--- src/rtl/ser_pkg.sv ---
// Shared types and constants for the bit serializer.
package ser_pkg;

  typedef enum logic [1:0] {
    S_IDLE  = 2'd0,
    S_SHIFT = 2'd1,
    S_PAR   = 2'd2
  } ser_state_t;

  // Level driven on the serial line between frames.
  localparam logic IDLE_BIT = 1'b0;

  // The bit counter must be able to hold the value WIDTH.
  function automatic int unsigned cnt_width(input int unsigned width);
    return $clog2(width + 1);
  endfunction

endpackage

--- src/rtl/ser_hold_reg.sv ---
// Single-entry holding register that sits in front of the shifter.
// The word is captured on accept and released on consume. A simultaneous
// accept refills the register, so hold_full stays set.
module ser_hold_reg #(
  parameter int unsigned WIDTH = 8
) (
  input  logic             clk,
  input  logic             rst,
  input  logic             accept,
  input  logic             consume,
  input  logic [WIDTH-1:0] in_data,
  output logic [WIDTH-1:0] hold_data,
  output logic             hold_full
);

  logic [WIDTH-1:0] hold_q, hold_d;
  logic             hold_full_q, hold_full_d;

  // Next-state logic: accept wins over consume.
  always_comb begin
    hold_d      = hold_q;
    hold_full_d = hold_full_q;
    if (accept) begin
      hold_d      = in_data;
      hold_full_d = 1'b1;
    end else if (consume) begin
      hold_full_d = 1'b0;
    end
  end

  // Holding register state with async active-low clear.
  always_ff @(posedge clk or negedge rst) begin
    if (!rst) begin
      hold_q      <= '0;
      hold_full_q <= 1'b0;
    end else begin
      hold_q      <= hold_d;
      hold_full_q <= hold_full_d;
    end
  end

  assign hold_data = hold_q;
  assign hold_full = hold_full_q;

endmodule

--- src/rtl/bit_serializer.sv ---
// Parallel-to-serial feeder for the pattern detector.
// Words arrive over valid/ready and leave one bit per clock on x_out,
// qualified by x_valid. A holding register permits gapless frames.
// Optional: define SER_PARITY_EN to append an even-parity bit to each frame.
module bit_serializer
  import ser_pkg::*;
#(
  parameter int unsigned WIDTH     = 8,
  parameter bit          MSB_FIRST = 1'b1
) (
  input  logic             clk,
  input  logic             rst,
  input  logic [WIDTH-1:0] in_data,
  input  logic             in_valid,
  output logic             in_ready,
  output logic             x_out,
  output logic             x_valid,
  output logic             frame_start,
  output logic             busy
);

  localparam int unsigned CNT_W = cnt_width(WIDTH);
  localparam int unsigned IDX_W = $clog2(WIDTH);

  ser_state_t       state_q, state_d;
  logic [WIDTH-1:0] shift_q, shift_d;
  logic [CNT_W-1:0] bit_cnt_q, bit_cnt_d;

  logic [WIDTH-1:0] hold_data;
  logic             hold_full;
  logic             last_data_bit;
  logic             last_cycle;
  logic             load_now;
  logic             accept;
  logic [IDX_W-1:0] bit_idx;

  ser_hold_reg #(
    .WIDTH (WIDTH)
  ) u_hold (
    .clk       (clk),
    .rst       (rst),
    .accept    (accept),
    .consume   (load_now),
    .in_data   (in_data),
    .hold_data (hold_data),
    .hold_full (hold_full)
  );

  // Frame-end detection and handshake, from registered state only.
  assign last_data_bit = (state_q == S_SHIFT) && (bit_cnt_q == CNT_W'(WIDTH - 1));
`ifdef SER_PARITY_EN
  assign last_cycle = (state_q == S_PAR);
`else
  assign last_cycle = last_data_bit;
`endif
  assign load_now = hold_full && ((state_q == S_IDLE) || last_cycle);
  assign in_ready = !hold_full || load_now;
  assign accept   = in_valid && in_ready;
  assign busy     = (state_q != S_IDLE) || hold_full;

  // Bit position of the current frame bit inside shift_q.
  always_comb begin
    if (MSB_FIRST) begin
      bit_idx = IDX_W'(CNT_W'(WIDTH - 1) - bit_cnt_q);
    end else begin
      bit_idx = IDX_W'(bit_cnt_q);
    end
  end

  // Shifter FSM: next state, counter, shift register and serial outputs.
  always_comb begin
    state_d     = state_q;
    shift_d     = shift_q;
    bit_cnt_d   = bit_cnt_q;
    x_valid     = 1'b0;
    x_out       = IDLE_BIT;
    frame_start = 1'b0;

    case (state_q)
      S_IDLE: begin
        state_d = S_IDLE;
      end
      S_SHIFT: begin
        x_valid     = 1'b1;
        x_out       = shift_q[bit_idx];
        frame_start = (bit_cnt_q == '0);
        if (last_data_bit) begin
`ifdef SER_PARITY_EN
          state_d = S_PAR;
`else
          state_d = S_IDLE;
`endif
        end else begin
          bit_cnt_d = bit_cnt_q + CNT_W'(1);
        end
      end
`ifdef SER_PARITY_EN
      S_PAR: begin
        x_valid = 1'b1;
        x_out   = ^shift_q;
        state_d = S_IDLE;
      end
`endif
      default: begin
        state_d = S_IDLE;
      end
    endcase

    // A waiting word starts a new frame straight away, including reloads.
    if (load_now) begin
      state_d   = S_SHIFT;
      shift_d   = hold_data;
      bit_cnt_d = '0;
    end
  end

  // Shifter state registers with async active-low clear.
  always_ff @(posedge clk or negedge rst) begin
    if (!rst) begin
      state_q   <= S_IDLE;
      shift_q   <= '0;
      bit_cnt_q <= '0;
    end else begin
      state_q   <= state_d;
      shift_q   <= shift_d;
      bit_cnt_q <= bit_cnt_d;
    end
  end

endmodule
--- config.mk ---
export PLATFORM = sky130hd
export DESIGN_NAME = bit_serializer
export DESIGN_NICKNAME = d
export VERILOG_FILES = /design/src/rtl/ser_pkg.sv /design/src/rtl/ser_hold_reg.sv /design/src/rtl/bit_serializer.sv
export SDC_FILE = /design/constraint.sdc
export NUM_CORES = 1
export LEC_CHECK = 0
export ABC_AREA = 0
export CORE_ASPECT_RATIO = 2
export CORE_MARGIN = 2
export CORE_UTILIZATION = 30
export CTS_CLUSTER_DIAMETER = 60
export DETAILED_ROUTE_END_ITERATION = 6
export GPL_TIMING_DRIVEN = 0
export PLACE_DENSITY_LB_ADDON = 0.05
export SYNTH_ARGS = -nofsm -noshare
export SYNTH_HDL_FRONTEND = slang
export SYNTH_SLANG_ARGS = --single-unit
--- constraint.sdc ---
create_clock -name clk -period 2.6 [get_ports clk]
set_input_delay 0.78 -clock clk [delete_from_list [all_inputs] [get_ports clk]]
set_output_delay 0.78 -clock clk [all_outputs]
set_load 0.005 [all_outputs]
# ---- Word level (Yosys, flattened, before mapping)
# Cells that the tools add are included.
dict set report word_totals {
  out_inout_bits 5
  in_bits 11
  register_bits 23
  elab_cells 38
}
dict set report op_classes {
  reduce_logical 13
  n_eq_ne 4
  add_sub_neg 2
  n_mux 13
  order_cmp 1
}
# operator n
set op_table {}
lappend op_table {{$mux W4} 3}
lappend op_table {{$mux W1} 6}
lappend op_table {{$mux W2} 3}
lappend op_table {{$reduce_bool A2 Y1} 3}
lappend op_table {{$add A4 B1 Y4 const B} 1}
lappend op_table {{$eq A4 B3 Y1 const B} 1}
lappend op_table {{$logic_not A4 Y1} 1}
lappend op_table {{$lt A3 B4 Y1 const B} 1}
lappend op_table {{$bmux W1 S3} 1}
lappend op_table {{$logic_and A1 B1 Y1} 3}
lappend op_table {{$logic_or A1 B1 Y1} 3}
lappend op_table {{$ne A3 B3 Y1 const B} 1}
lappend op_table {{$sub A3 B3 Y3 const A} 1}
lappend op_table {{$eq A2 B1 Y1 const B} 1}
lappend op_table {{$logic_not A2 Y1} 1}
lappend op_table {{$ne A2 B1 Y1 const B} 1}
lappend op_table {{$reduce_and A2 Y1} 1}
lappend op_table {{$logic_not A1 Y1} 1}

# ---- Depth between registers and ports, before layout
dict set report logic_depth {
  word_depth 7
  ltp_mapped 5
}

# ---- Hierarchy
# From an unflattened synthesis, not the netlist that was laid out.
dict set report unflattened {
  hier_cells 73
  area_unflattened_um2 1053.5
}
# mod cells_per_inst n_inst area_per_inst_um2
set by_module_without_submodules {}
lappend by_module_without_submodules {bit_serializer 53 1 684.4}
lappend by_module_without_submodules {ser_hold_reg 20 1 369.1}

# ---- Least setup slack after synthesis
# OpenSTA, ideal clock, no wires.
dict set report synth_timing {
  kind {register to output}
  startpoint {reg bit_cnt_q[0]}
  endpoint {out x_out}
  arrival_time_ps 1101
  t_required_ps 1820
  path_slack_ps 719
  stages_incl_launch_ff 4
  path_cell_list {dfrtp_1 mux4_1 nand2_1 a21boi_0}
}
dict set report synth_between {
  elab_chain_cells 4
}
# element line_no
set synth_lines {}
lappend synth_lines {{start, declared} bit_serializer.sv:27} ;# logic [CNT_W-1:0] bit_cnt_q, bit_cnt_d;
lappend synth_lines {{start signal, assigned} bit_serializer.sv:126} ;# bit_cnt_q <= bit_cnt_d;
lappend synth_lines {{$sub A3 B3 Y3} bit_serializer.sv:64} ;# bit_idx = IDX_W'(CNT_W'(WIDTH - 1) - bit_cnt_q);
lappend synth_lines {{$bmux W1 S3} bit_serializer.sv:85} ;# x_out = shift_q[bit_idx];
lappend synth_lines {{$mux W1 (implied by the code)} bit_serializer.sv:85}
lappend synth_lines {{$mux W1} bit_serializer.sv:79} ;# case (state_q)
lappend synth_lines {{end, declared} bit_serializer.sv:16} ;# output logic x_out,
# Every way passes these cells. The select of a mux whose other input is x is not followed.

# ---- Worst setup path in the final report
# Ends and elaborated chain as after synthesis.

==> impl_metrics.sql <==
INSERT INTO impl_metrics (metric_group, metric, value, unit) VALUES
('global_routing', 'grt_first_pass_wirelength', '3.35', 'mm'),
('synthesis', 'number_of_library_cell_types_mapped_by_synthesis', '27', ''),
('setup_path', 'worst_ep_required_time', '1.82', 'ns'),
('placed_design', 'post_dp_cell_area', '1240', 'um2'),
('layout', 'final_layout_size_suffix_gt1_frac', '0.337', ''),
('placed_design', 'gp_routability_congestion', '0.765', ''),
('power', 'power_per_cell_area', '1110', 'nW/um2'),
('clock_tree', 'cts_tree', 'yes', ''),
('clock_tree', 'cts.clk_slew.worst_paths', '0.07', 'ns'),
('layout', 'final_area', '1290', 'um2'),
('worst_hold_path', 'holdCritPathClass', 'register to register', ''),
('clock_tree', 'cts.path.max_buffers', '2', ''),
('sta', 'rsz0062_at_grt', 'false', ''),
('sta', 'slew_headroom', '0.319', ''),
('clock_tree', 'cts_hold_repair.buffers', '0', ''),
('placed_design', 'dpl.hpwl', '1.35', 'mm'),
('global_routing', 'antenna_found_initial', '0', ''),
('layout', 'finish.utilization', '0.383', ''),
('setup_path', 'worstSetupEndpointType', 'output pin', ''),
('sta', 'timing.setup.tns', '0', 'ns'),
('clock_tree', 'cts_buffers', '3', ''),
('setup_path', 'critical_path_class', 'register to output pin', ''),
('floorplan', 'fp-row-count', '30', ''),
('route', 'detail_route.first_pass.iterations', '2', ''),
('synthesis', 'yosysWarnings', '0', ''),
('power', 'power.total', '0.00143', 'W'),
('sta', 'clock.fmax', '397', 'MHz'),
('setup_path', 'critPathSlowestCell', 'sky130_fd_sc_hd__mux4_2', ''),
('sta', 'clock-skew-final', '0.00469', 'ns'),
('placed_design', 'place.port_buffers', '15', ''),
('synthesis', 'postSynthAreaPerCell', '14.2', 'um2'),
('global_routing', 'first_global_vias', '670', ''),
('clock_tree', 'cts.root.buffer_cell', 'sky130_fd_sc_hd__clkbuf_8', ''),
('synthesis', 'synth-seq-cells', '22', ''),
('sta', 'final.min_clock_period', '2.52', 'ns'),
('route', 'route.detailed.drc', '0', ''),
('setup_path', 'worst_ep_arrival_time', '1.74', 'ns'),
('floorplan', 'floorplan.die_area', '4020', 'um2'),
('floorplan', 'die_y', '87.7', 'um'),
('global_routing', 'grt_use_total', '0.116', ''),
('synthesis', 'synth_nets', '87', ''),
('synthesis', 'seq_area_frac_synth', '0.524', ''),
('layout', 'area_delta_synth_final', '23.1', '%'),
('synthesis', 'post_synthesis_cell_count', '74', ''),
('floorplan', 'floorplan.initialDensity', '0.311', ''),
('layout', 'layout.filler_cells', '329', ''),
('clock_tree', 'htree_num_levels', '1', ''),
('layout', 'nNetsFinal', '107', ''),
('sta', 'finalCritPeriodShare', '0.968', ''),
('power', 'static-leakage-power', '0.594', 'nW'),
('clock_tree', 'cts.sinks', '22', ''),
('setup_path', 'worstPathCellList', 'buf_4, mux4_2, nand2_1, a21boi_0, dlygate4sd2_1', ''),
('synthesis', 'synth_top_cells_by_area', 'sky130_fd_sc_hd__dfrtp_1 52%, sky130_fd_sc_hd__mux2_4 11%, sky130_fd_sc_hd__mux2_2 8.6%, sky130_fd_sc_hd__mux4_1 5.0%, sky130_fd_sc_hd__ha_1 2.4%', ''),
('status', 'outcome', 'finished clean', ''),
('floorplan', 'die_w', '45.8', 'um'),
('route', 'avgViaCountPerCell', '5.09', ''),
('global_routing', 'grt_start_max_net_pins', '23', ''),
('sta', 'timing_hold_violations_final', '0', ''),
('power', 'vdd.ir_drop.worst', '0.471', 'mV'),
('setup_path', 'critPathMaxFanout', '4', ''),
('clock_tree', 'later_pin_clock_latency_in_the_skew_report', '0.25', 'ns'),
('sta', 'setup_viol', '0', ''),
('synthesis', 'post-synth-top-area-fraction', '0.524', ''),
('floorplan', 'core-area', '3380', 'um2'),
('sta', 'timing.final.max_slew_violations', '0', ''),
('route', 'drt.antenna.violating_nets', '0', ''),
('synthesis', 'synth_largest_area_cell', 'sky130_fd_sc_hd__dfrtp_1', ''),
('setup_path', 'critical-path-max-stage-delay', '0.48', 'ns'),
('layout', 'antenna-diode-count', '0', ''),
('sta', 'tightest_slew', '1.02', 'ns'),
('route', 'average_wire_per_standard_cell', '15.5', 'um'),
('route', 'vias', '631', ''),
('global_routing', 'globalRoute.totalOverflow', '0', ''),
('route', 'drt-initial-drc-count', '7', ''),
('setup_path', 'critPathLaunchType', 'register', ''),
('route', 'detail_route.wirelength', '1.92', 'mm'),
('synthesis', 'netlist_area', '1050', 'um2'),
('flow_run', 'maxCapViolations', '0', ''),
('floorplan', 'boundaryPins', '16', '');
-- per-layer routing --
layer / vias up / GRT usage / routed length [um] / part of all wire
met5: - / 0 / 0 / 0
met4: 0 / 0.0545 / 27 / 0.014
met3: 2 / 0.0186 / 41 / 0.021
met2: 8 / 0.186 / 990 / 0.52
met1: 322 / 0.148 / 858 / 0.45
li1: 299 / - / - / -
-- final cells by class --
| type | instances | area [um2] | share of cell area |
|---|---|---|---|
| well taps | 32 | 40.0 | 0.0310 |
| flip-flops and latches | 22 | 553 | 0.428 |
| multi-input cells | 45 | 472 | 0.365 |
| plain buffers | 2 | 15.0 | 0.0116 |
| inverters | 4 | 15.0 | 0.0116 |
| clock buffers | 3 | 41.3 | 0.0319 |
| repair buffers | 16 | 156 | 0.121 |
-- state kept, by name, summed over array words and instances (netlist names) --
signal and count:
u_hold.hold_data 8, u_hold.hold_full 1, shift_q 8, bit_cnt_q 4, state_q 1
-- cells in the mapped netlist, drive strengths merged --
| cell | instances |
|---|---|
| a211oi | 1 |
| a21boi | 2 |
| a21o | 2 |
| a21oi | 1 |
| a31o | 1 |
| and2 | 1 |
| and4bb | 1 |
| buf | 1 |
| clkbuf | 2 |
| dfrtp | 22 |
| ha | 2 |
| inv | 4 |
| mux2 | 16 |
| mux4 | 2 |
| nand2 | 5 |
| nand2b | 1 |
| nand3 | 2 |
| nand3b | 2 |
| nor2b | 1 |
| o21ai | 1 |
| o22ai | 1 |
| o31ai | 1 |
| or2 | 1 |
| xnor2 | 1 |
-- final timing paths --
check	startpoint	end	slack [ns]	cells after the start
max	bit_cnt_q[0]	x_out	0.08	5
min	u_hold.hold_data[1]	u_hold.hold_data[1]	0.51	1
max reg2reg	u_hold.hold_full	shift_q[1]	0.97	3
min reg2reg	u_hold.hold_data[1]	u_hold.hold_data[1]	0.51	1
max in group asynchronous	rst	bit_cnt_q[1]	0.83	1
min in group asynchronous	rst	u_hold.hold_data[0]	1.08	1
-- cells in the final DEF, fill, tap and decap left out, drive strengths merged --
| master | instances |
|---|---|
| a211oi | 1 |
| a21boi | 2 |
| a21o | 2 |
| a21oi | 1 |
| a31o | 1 |
| and2 | 1 |
| and4bb | 1 |
| buf | 2 |
| clkbuf | 4 |
| clkdlybuf4s50 | 14 |
| dfrtp | 22 |
| dlygate4sd2 | 1 |
| ha | 2 |
| inv | 4 |
| mux2 | 16 |
| mux4 | 2 |
| nand2 | 5 |
| nand2b | 1 |
| nand3 | 2 |
| nand3b | 2 |
| nor2b | 1 |
| o21ai | 1 |
| o22ai | 1 |
| o31ai | 1 |
| or2 | 1 |
| xnor2 | 1 |
-- kinds of logic after synthesis --
logic type / share of synthesized area
adders and majority gates: 0.0238
xor gates and xnor gates: 0.00834
AOI/OAI and AO/OA: 0.0703
and+or+nand+nor: 0.0906
buffers and inverters: 0.0322
DFF: 0.524
muxes: 0.250
-- per-stage QoR --
stage               hold WS (ns)  setup WS, ns  cells
floorplan                  0.472         0.719     74
global placement           0.484         0.152    121
detailed placement         0.492         0.144    121
CTS                        0.514        0.0207    124
global route               0.522        0.0198    124
finish                     0.507        0.0825    124
-- report_power, final --
part | internal, W | switching [W]
sequential | 0.000511 | 0.000121
combinational | 0.000391 | 0.000205
clock | 0.000103 | 0.0000984
-- timing repair --
item / in CTS / in global routing
gates resized for setup: 7 / 1
setup endpoints to repair: 2 / 2
pin swaps: 0 / 1
buffers inserted: 0 / 1
-- critical path, delay by kind of cell (launching register included) --
| kind | cells | cell delay (ns) |
|---|---|---|
| flops | 1 | 0.41 |
| buf+inv | 2 | 0.42 |
| simple gates | 1 | 0.08 |
| mux | 1 | 0.48 |
| compound gates | 1 | 0.09 |
No activity file was read; power rests on OpenSTA's default activity.
==> RTL edit 1 (config.mk and constraints unchanged) <==
`WIDTH` is set to 8 in 2 places; all go to 16.
--- a/src/rtl/ser_hold_reg.sv
+++ b/src/rtl/ser_hold_reg.sv
@@ -2,7 +2,7 @@
 // The word is captured on accept and released on consume. A simultaneous
 // accept refills the register, so hold_full stays set.
 module ser_hold_reg #(
-  parameter int unsigned WIDTH = 8
+  parameter int unsigned WIDTH = 16
 ) (
   input  logic             clk,
   input  logic             rst,
--- a/src/rtl/bit_serializer.sv
+++ b/src/rtl/bit_serializer.sv
@@ -5,7 +5,7 @@
 module bit_serializer
   import ser_pkg::*;
 #(
-  parameter int unsigned WIDTH     = 8,
+  parameter int unsigned WIDTH     = 16,
   parameter bit          MSB_FIRST = 1'b1
 ) (
   input  logic             clk,
Ports: changed (resized in_data); port bits go from 16 to 24. The function was not compared with the original's and may differ.
==> RTL edit 1 against the unedited design <==
Total power grew 22%. Routed wire length grew 75%. Critical endpoint unchanged. Count of clock-buffer cells in the layout grew 3. Sequential cell count grew 17. Register-to-register slack lost 0.50 ns. Setup slack lost 0.051 ns. Area after synthesis grew 63%. Clock skew grew 0.00084 ns. Final area grew 73%. Largest cell class unchanged.
==> RTL edit 1: results <==
{
  "post-route-min-period_ns": 2.57,
  "whs_ns": 0.413,
  "worst-path-max-fanout": 6,
  "clockPowerShare_pct": 34.7,
  "clock-root-buffer": "clkbuf_16",
  "h-tree-depth": 2,
  "fin_nets": 179,
  "seq_cell_power_w": 0.000828,
  "reg2reg_to": "shift_q[5]",
  "routed_wire_length_per_instance_um": 15.4,
  "synth_nets": 142,
  "grt_start_max_net_pins": 26,
  "post-dp-hpwl_um": 2330,
  "dp.cells": 205,
  "p_leak_nw": 0.951,
  "wl_met1_um": 1370,
  "worstRegToRegCells": 7,
  "holdCritPathClass": "input port to async pin",
  "n_fill_cell": 547,
  "cts_inserted_buffers": 5,
  "wl_met2_um": 1730,
  "swShare_pct": 23.5,
  "grtUsageMet3_pct": 2.57,
  "yosysSeqAreaShare_pct": 57.0,
  "p_total_w": 0.00174,
  "gp_congestion": 0.779,
  "worst_clock_skew_ns": 0.00553,
  "drive_above_1_share_pct": 36.3,
  "yosysUniqueCellTypes": 28,
  "post-place-ws_ns": -0.135,
  "status": "complete, no violations",
  "dr_total_vias": 1072,
  "place_area_mm2": 0.00203,
  "ir_drop_mv": 0.513,
  "drtIter0Drc": 18,
  "ys_top_cells_by_count": "dfrtp_1 (39), mux2_2 (23), mux2_1 (11)",
  "avgViaCountPerCell": 4.92,
  "synthTopCellsByArea": "dfrtp_1 (57%), mux2_2 (15%), mux2_1 (7.2%)",
  "reg2reg_from": "bit_cnt_q[1]",
  "use_met1_pct": 14.5,
  "r2r_setup_slack_ns": 0.47,
  "grt_usage_pct": 12.0,
  "worst_pin_slew_ns": 0.389,
  "route.met3.wl_um": 110,
  "grt_use_met2_pct": 19.0,
  "clk_latency_ns": 0.28,
  "avgSynthCellArea_um2": 14.3,
  "critPathArrivalTime_ns": 1.79,
  "dr.pass1.iters": 2
}
-- RTL edit 1: cell count changes after synthesis, moves of 3 or more --
cell / before / now
mux2_4: 8 / 1
dfrtp_1: 22 / 39
nand2b_1: 1 / 4
mux2_1: 0 / 11
mux2_2: 8 / 23
o21ai_0: 1 / 5
-- RTL edit 1: cell type report --
type	count	area, µm²	share of cell area [%]
clock inverter	1	5.00	0.223
sequential	39	977	43.6
tap	61	76.3	3.40
buffer	4	35.0	1.56
inverter	4	15.0	0.670
multi-input combinational	73	716	31.9
clock buffer	6	139	6.19
timing repair buffer	30	279	12.4
-- RTL edit 1: repair_timing --
item                       CTS  global route
gates cloned                 0             0
setup endpoints to repair    3             2
gates resized for setup      8             6
pin swaps                    1             1
buffers inserted             3             3
-- RTL edit 1: cell families after synthesis --
kind of cell,after synthesis,synth area share [%]
flip-flops,39,57.0
multiplexers,38,26.4
AND/OR/NAND/NOR,20,6.94
AO/OA/AOI/OAI,12,4.53
buffers and inverters,8,2.92
adder cells (fa/ha/maj),3,2.19
